$ cat src/rtl/regfile_bank_scheduler.sv
// regfile_bank_scheduler: ping-pong controller for a two-bank register file.
// One bank fills from the producer while the other drains to the consumer.
module regfile_bank_scheduler #(
  parameter int PORT_WIDTH = 16,
  parameter int ADDR_WIDTH = 3
) (
  input  logic                  clock,
  input  logic                  reset,
  input  logic                  wrValid,
  input  logic                  wrLast,
  input  logic [PORT_WIDTH-1:0] wrData0,
  input  logic [PORT_WIDTH-1:0] wrData1,
  output logic                  wrReady,
  output logic                  rfWriteBank,
  output logic                  rfWriteEnable,
  output logic [ADDR_WIDTH-2:0] rfWriteAddrTransferBlock,
  output logic [PORT_WIDTH-1:0] rfWriteData0,
  output logic [PORT_WIDTH-1:0] rfWriteData1,
  output logic                  rfReadBank,
  output logic [ADDR_WIDTH-1:0] rfReadAddr0,
  output logic [ADDR_WIDTH-1:0] rfReadAddr1,
  input  logic [PORT_WIDTH-1:0] rfReadData0,
  input  logic [PORT_WIDTH-1:0] rfReadData1,
  output logic                  rdValid,
  output logic                  rdLast,
  output logic [PORT_WIDTH-1:0] rdData0,
  output logic [PORT_WIDTH-1:0] rdData1,
  input  logic                  rdReady
);

  localparam int BW = ADDR_WIDTH - 1;
  localparam int NBLK = 1 << BW;
  localparam logic [BW-1:0] BLK_MAX = BW'(NBLK - 1);
  localparam logic [BW-1:0] BLK_ONE = BW'(1);
  localparam logic [ADDR_WIDTH-1:0] CNT_ONE = ADDR_WIDTH'(1);

  logic                  w_bank;
  logic [BW-1:0]         w_blk;
  logic                  r_bank;
  logic [BW-1:0]         r_blk;
  logic [1:0]            full;
  logic [ADDR_WIDTH-1:0] blk_cnt [2];

  logic                  closing;
  logic                  closing_bank;
  logic                  in_flight;
  logic                  in_flight_last;

  logic [PORT_WIDTH-1:0] fifo_d0 [2];
  logic [PORT_WIDTH-1:0] fifo_d1 [2];
  logic [1:0]            fifo_last;
  logic                  fifo_head;
  logic [1:0]            fifo_occ;
  logic                  fifo_tail;

  logic                  accept;
  logic                  close_now;
  logic                  pop;
  logic                  push;
  logic [2:0]            pending;
  logic                  issue;
  logic                  issue_last;
  logic [1:0]            full_set;
  logic [1:0]            full_clr;

  // Write side handshake and bank-close detection.
  assign wrReady   = !reset && !full[w_bank] && !closing;
  assign accept    = wrValid && wrReady;
  assign close_now = accept && (wrLast || (w_blk == BLK_MAX));

  // Read side: FIFO plus in-flight read never exceeds two entries.
  assign rdValid    = (fifo_occ != 2'd0);
  assign pop        = rdValid && rdReady;
  assign push       = in_flight;
  assign pending    = {1'b0, fifo_occ} + {2'b00, in_flight} - {2'b00, pop};
  assign issue      = !reset && full[r_bank] && (pending < 3'd2);
  assign issue_last = ({1'b0, r_blk} == (blk_cnt[r_bank] - CNT_ONE));

  assign rfReadBank  = issue && r_bank;
  assign rfReadAddr0 = issue ? {r_blk, 1'b0} : '0;
  assign rfReadAddr1 = issue ? {r_blk, 1'b1} : '0;

  always_comb begin
    full_set = 2'b00;
    full_clr = 2'b00;
    if (closing) begin
      full_set[closing_bank] = 1'b1;
    end
    if (issue && issue_last) begin
      full_clr[r_bank] = 1'b1;
    end
  end

  assign fifo_tail = fifo_head ^ fifo_occ[0];
  assign rdData0   = fifo_d0[fifo_head];
  assign rdData1   = fifo_d1[fifo_head];
  assign rdLast    = rdValid && fifo_last[fifo_head];

  always_ff @(posedge clock) begin
    if (reset) begin
      w_bank                   <= 1'b0;
      w_blk                    <= '0;
      closing                  <= 1'b0;
      closing_bank             <= 1'b0;
      blk_cnt[0]               <= '0;
      blk_cnt[1]               <= '0;
      rfWriteEnable            <= 1'b0;
      rfWriteBank              <= 1'b0;
      rfWriteAddrTransferBlock <= '0;
      rfWriteData0             <= '0;
      rfWriteData1             <= '0;
    end else begin
      rfWriteEnable <= accept;
      closing       <= close_now;
      if (accept) begin
        rfWriteBank              <= w_bank;
        rfWriteAddrTransferBlock <= w_blk;
        rfWriteData0             <= wrData0;
        rfWriteData1             <= wrData1;
      end
      if (close_now) begin
        closing_bank     <= w_bank;
        blk_cnt[w_bank]  <= {1'b0, w_blk} + CNT_ONE;
        w_bank           <= !w_bank;
        w_blk            <= '0;
      end else if (accept) begin
        w_blk <= w_blk + BLK_ONE;
      end
    end
  end

  // Set wins: the closing write must never be lost.
  always_ff @(posedge clock) begin
    if (reset) begin
      full <= 2'b00;
    end else begin
      full <= (full & ~full_clr) | full_set;
    end
  end

  always_ff @(posedge clock) begin
    if (reset) begin
      r_bank         <= 1'b0;
      r_blk          <= '0;
      in_flight      <= 1'b0;
      in_flight_last <= 1'b0;
    end else begin
      in_flight <= issue;
      if (issue) begin
        in_flight_last <= issue_last;
        if (issue_last) begin
          r_bank <= !r_bank;
          r_blk  <= '0;
        end else begin
          r_blk <= r_blk + BLK_ONE;
        end
      end
    end
  end

  always_ff @(posedge clock) begin
    if (reset) begin
      fifo_d0[0] <= '0;
      fifo_d0[1] <= '0;
      fifo_d1[0] <= '0;
      fifo_d1[1] <= '0;
      fifo_last  <= 2'b00;
      fifo_head  <= 1'b0;
      fifo_occ   <= 2'd0;
    end else begin
      if (push) begin
        fifo_d0[fifo_tail]   <= rfReadData0;
        fifo_d1[fifo_tail]   <= rfReadData1;
        fifo_last[fifo_tail] <= in_flight_last;
      end
      if (pop) begin
        fifo_head <= !fifo_head;
      end
      fifo_occ <= fifo_occ + {1'b0, push} - {1'b0, pop};
    end
  end

  always_ff @(posedge clock) begin
    if (!reset) begin
      full_collide: assert ((full_set & full_clr) == 2'b00);
      fifo_overflow: assert (!(push && !pop && (fifo_occ == 2'd2)));
    end
  end

endmodule

$ cat config.mk
export PLATFORM = sky130hd
export DESIGN_NAME = regfile_bank_scheduler
export DESIGN_NICKNAME = d
export VERILOG_FILES = /design/src/rtl/regfile_bank_scheduler.sv
export SDC_FILE = /design/constraint.sdc
export NUM_CORES = 1
export LEC_CHECK = 0
export BUFFER_PORTS_ARGS = -buffer_cell sky130_fd_sc_hd__buf_2
export CAP_MARGIN = 40
export CORE_UTILIZATION = 52
export DETAILED_ROUTE_END_ITERATION = 10
export GPL_TIMING_DRIVEN = 0
export PLACE_DENSITY = 0.78
export SETUP_SLACK_MARGIN = 0.5
export SLEW_MARGIN = 20
export SYNTH_ARGS = -nofsm -noshare
export SYNTH_HDL_FRONTEND = slang
export SYNTH_SLANG_ARGS = --single-unit
$ cat constraint.sdc
create_clock -name clock -period 3.36 [get_ports clock]
set_input_delay 0.504 -clock clock [delete_from_list [all_inputs] [get_ports clock]]
set_output_delay 0.504 -clock clock [all_outputs]
set_load 0.02 [all_outputs]
# Word-level counts from Yosys, hierarchy flattened
# Memory sizes are Yosys's and may differ from the RTL's. A register that Yosys moved wholly into a read port is not among the register bits.
# Index checks and enable logic that the tools add are counted.
# word_totals
reg_bits	53
mem_bits_rw	70
input_bits	69
wordCells	110
n_memories	3
# mem_list
memory	depth	width	read_ports	rd_ports_with_merged_regs	write_ports	line_no	rtl
fifo_d0	2	16	1	1	2	49	logic [PORT_WIDTH-1:0] fifo_d0 [2];
fifo_d1	2	16	1	1	2	50	logic [PORT_WIDTH-1:0] fifo_d1 [2];
blk_cnt	2	3	1	1	2	42	logic [ADDR_WIDTH-1:0] blk_cnt [2];
# classes
n_addsub	8
n_lt_le_gt_ge	9
n_eq_ne	2
muxes	41
bitwise	4
n_reduce_logical	26
# op_table
op	n
$mux W16	2
$reduce_or A16 Y1	2
$mux W1	29
$logic_and A1 B1 Y1	13
$lt A1 B2 Y1 const B	5
$mux W3	3
$logic_not A1 Y1	6
$mux W2	3
$add A2 B1 Y2 const B	2
$add A2 B1 Y3	1
$add A2 B1 Y3 const B	1
$demux W1 S1	3
$eq A2 B3 Y1	1
$ge A1 B1 Y1 const B	3
$lt A3 B2 Y1 const B	1
$reduce_or A3 Y1	1
$sub A3 B1 Y3	1
$sub A3 B1 Y3 const B	1
$add A2 B1 Y2	1
$and A2 B2 Y2	1
$bwmux W2	1
$eq A2 B2 Y1 const B	1
$not A2 Y2	1
$or A2 B2 Y2	1
other kinds (6)	6

# Depth between registers and ports, before layout
# logic_depth
word_depth	12
ltp_mapped	13

# Worst setup path before layout
# Ideal clock, no wire load.
# synth_timing
path_type	reg2out
from	register fifo_occ[0]
to	output rfReadAddr1[1]
arrival_time_ns	2.725
t_required_ns	2.856
slack_ns	0.131
path_stages_with_launch	10
cell_sequence	dfxtp_1 > or2_2 > and2_1 > ha_1 > inv_1 > ha_1 > fa_1 > nor4_4 > and2_2 > buf_4
# synth_between
elab_chain_cells	6
# synth_lines
item	line_no	rtl
from (decl)	53	logic [1:0] fifo_occ;
from (signal assigned)	179	fifo_occ <= fifo_occ + {1'b0, push} - {1'b0, pop};
$reduce_bool A2 Y1	72	assign rdValid = (fifo_occ != 2'd0);
net rdValid	24	output logic rdValid,
$logic_and A1 B1 Y1	73	assign pop = rdValid && rdReady;
net pop	58	logic pop;
$sub A3 B1 Y3	75	assign pending = {1'b0, fifo_occ} + {2'b00, in_flight} - {2'b00, pop};
net pending[1]	60	logic [2:0] pending;
$lt A3 B2 Y1	76	assign issue = !reset && full[r_bank] && (pending < 3'd2);
$logic_and A1 B1 Y1	76	
net issue	61	logic issue;
$mux W3	81	assign rfReadAddr1 = issue ? {r_blk, 1'b1} : '0;
to (decl)	21	output logic [ADDR_WIDTH-1:0] rfReadAddr1,
# The timed path passes the listed nets, and every way through them passes these cells.

# Worst setup path after layout
# layout_timing
from	register fifo_occ[0]
to	output rfReadAddr1[2]
# layout_between
elab_chain_cells	6
# layout_lines
item	line_no
$reduce_bool A2 Y1	72
$logic_and A1 B1 Y1	73
net pop	58
$sub A3 B1 Y3	75
net pending[1]	60
$lt A3 B2 Y1	76
$logic_and A1 B1 Y1	76
net issue	61
$mux W3	81
# The timed path passes the listed nets, and every way through them passes these cells.

==> impl_metrics.yaml <==
run_status:
  outcome: "finished with violations"
  violations: "setup timing"
logic_synthesis:
  yosys.cell_types.count: 40
  synth_top_cells_by_area: "edfxtp_1, dfxtp_1, and2_1"
  synth_nets: 524
  ys.flop_type: "edfxtp_1"
  syn_area_um2: 5210
  synth_top_area_share_pct: 40.35
  yosysSeqAreaShare_pct: 61.48
  synth_seq_cells: 125
  synthCells: 448
  synth_edf_count: 70
  ys_async_sr_fraction_pct: 0
  syn_avg_cell_area_um2: 11.63
  synth_top_area_cell: "edfxtp_1"
  yosys_warnings: 0
sta:
  rsz0062_at_grt: "true"
  finalWorstSetupSlack_ps: -19.95
  holdWs_ps: 225.0
  post-route-period-util_pct: 100.6
  setup_viol: 2
  hold_viol_final: 0
  timing.final.crit_period_ps: 3380
  slew_headroom_pct: 46.51
  fin_skew_ps: 6.210
  worst_pin_slew_ps: 802.3
  slew_violations: 0
  fmax_ghz: 0.2959
floorplanning:
  start_util_pct: 53.55
  dieArea_um2: 10420
  die_w_um: 102.1
  core_um2: 9729
  rows: 36
  die_h_um: 102.1
  num_io_pins: 147
final_layout:
  layout.cells.non_filler: 776
  diodes: 0
  drive_gt1_share_pct: 41.37
  fin_nets: 706
  final_cell_mix: "buf_2, nand2_1, edfxtp_1"
  area_growth_pct: 34.32
  final_common_cell: "buf_2"
setup_path:
  worstPathArrival_ps: 2880
  crit_fanout: 5
  setup.worst_path.class: "reg2out"
  cp.required_ps: 2860
  start_kind: "flop"
  r2r_slack_ps: 380
  end_kind: "primary output"
drt:
  drt-initial-drc-count: 107
  wl_per_cell_um: 14.63
  post-route-drc-count: 0
  vias: 3839
  finalWirelength_um: 11350
  vias_per_cell: 4.947
  firstDrtPassIters: 4
  ant_nets: 0
global_routing:
  gr-usage-met2_pct: 39.70
  grt_util_met1_pct: 24.36
  grt_pass1_wl_um: 17390
  grt_overflow: 0
  grt_usage_pct: 22.12
  top_usage_layer: "met2"
  grt_antenna_before_repair: 0
  grt_max_degree: 34
  grtUsageMet3_pct: 6.430
  grt_pass1_vias: 3820
clocking:
  cts_max_level: 4
  cts_num_sinks: 125
  cts_hold_buf: 0
  cts_tree: "yes"
  clk_path_buf_depth: 2
  clk_pin_slew_ps: 60
  clock-root-buffer: "clkbuf_8"
  clk_latency_ps: 510
  numCtsBuffers: 17
placement:
  portBuffers: 145
  place_congestion: 0.8199
  dp.cells: 726
  dp_slack_ps: 73.86
  dp_hpwl_um: 7617
pwr:
  power.leakage_nw: 3.039
  pwr_density_cell_nw_per_um2: 649.1
  vdd_ir_drop_max_mv: 0.3719
hold_path:
  hp-class: "in2reg"
flow_run:
  cap_violations: 0
power by group:
part	total (W)	switching [W]	internal, W
Sequential	0.00177	0.0000402	0.00173
Combinational	0.000984	0.000545	0.000439
Clock	0.00179	0.000622	0.00117
Total	0.00454	0.00121	0.00333
registers in the layout (all words and copies together) (netlist names), 2 cells and up, named ones only:
register                  count
blk_cnt                       6
fifo_d0                      32
fifo_d1                      32
fifo_last                     2
fifo_occ                      2
full                          2
r_blk                         2
rfWriteAddrTransferBlock      2
rfWriteData0                 16
rfWriteData1                 16
w_blk                         2
timing repair:
item / CTS / global route
endpoints found under the hold margin: 0 / 0
resized for setup: 18 / 8
pin swaps: 5 / 1
setup endpoints to repair: 9 / 9
buffers inserted: 12 / 6
stage by stage:
stage          utilization (%)  instance area, um^2  setup TNS [ps]  power (W)
3_3_place_gp             63.16                 6145               0   0.002629
5_1_grt                  71.93                 6998          -416.0   0.004719
2_1_floorplan                -                 5253               0   0.002393
4_1_cts                  71.05                 6913          -52.05   0.004517
3_5_place_dp             63.18                 6147               0   0.002650
6_report                 71.93                 6998          -39.58   0.004542
per-layer routing:
metal	wire, um	part of all wire, %
met1	4640	41
met2	5853	52
met4	144	1.3
met3	712	6.3
met5	0	0
synthesized netlist by cell type, types with 2 or more instances:
cell	n
and3_1	2
and2_1	67
or2_2	2
xor2_1	3
buf_4	6
a21o_1	2
mux2i_1	8
o21ai_0	4
xnor2_1	7
clkbuf_1	13
nand2b_1	7
nand2_1	74
buf_2	6
mux2_2	32
nor4_1	2
nor2_1	9
buf_1	4
a21oi_1	38
inv_1	8
nor3_1	3
dfxtp_1	55
edfxtp_1	70
and2_2	3
ha_1	6
nor2b_1	2
layout make-up:
type / instances / area [um^2]
timing repair buffer: 163 / 903.4
multi-input combinational: 283 / 1912
sequential: 125 / 3208
inverter: 9 / 36.28
clock buffer: 24 / 531.8
fill: 717 / 2731
tap: 133 / 166.4
clock inverter: 8 / 73.82
buffer: 31 / 166.4
path summary, 6_finish.rpt:
path,startpoint,to,cells after the start
min reg2reg,rfWriteData1[9]$_SDFFE_PP0P_,rfWriteData1[9]$_SDFFE_PP0P_,2
max,fifo_occ[0]$_SDFF_PP0_,rfReadAddr1[2],11
min,wrData1[9],rfWriteData1[9]$_SDFFE_PP0P_,3
max reg2reg,fifo_occ[0]$_SDFF_PP0_,full[1]$_SDFF_PP0_,16
worst max-delay path: stages (launching register included):
cell and delay (ps):
dfxtp_4 340, or2_4 240, and2_4 150, ha_4 250, inv_2 40, ha_4 140
fa_2 450, nor4_4 260, buf_4 170, and2_4 150, buf_6 80, buf_6 100
cell families (layout without fill, tap and decap cells):
kind of cell	after synthesis	count (layout)	share of synthesized area, %
DFF	125	125	61.48
AOI/OAI and AO/OA	46	46	4.755
xor gates and xnor gates	10	10	1.681
and+or+nand+nor	179	179	18.11
buffers and inverters	40	235	3.626
adders and majority gates	7	7	1.825
muxes	40	40	8.454
other	1	1	0.07198
Note: power is estimated with default switching activity, not from simulation.
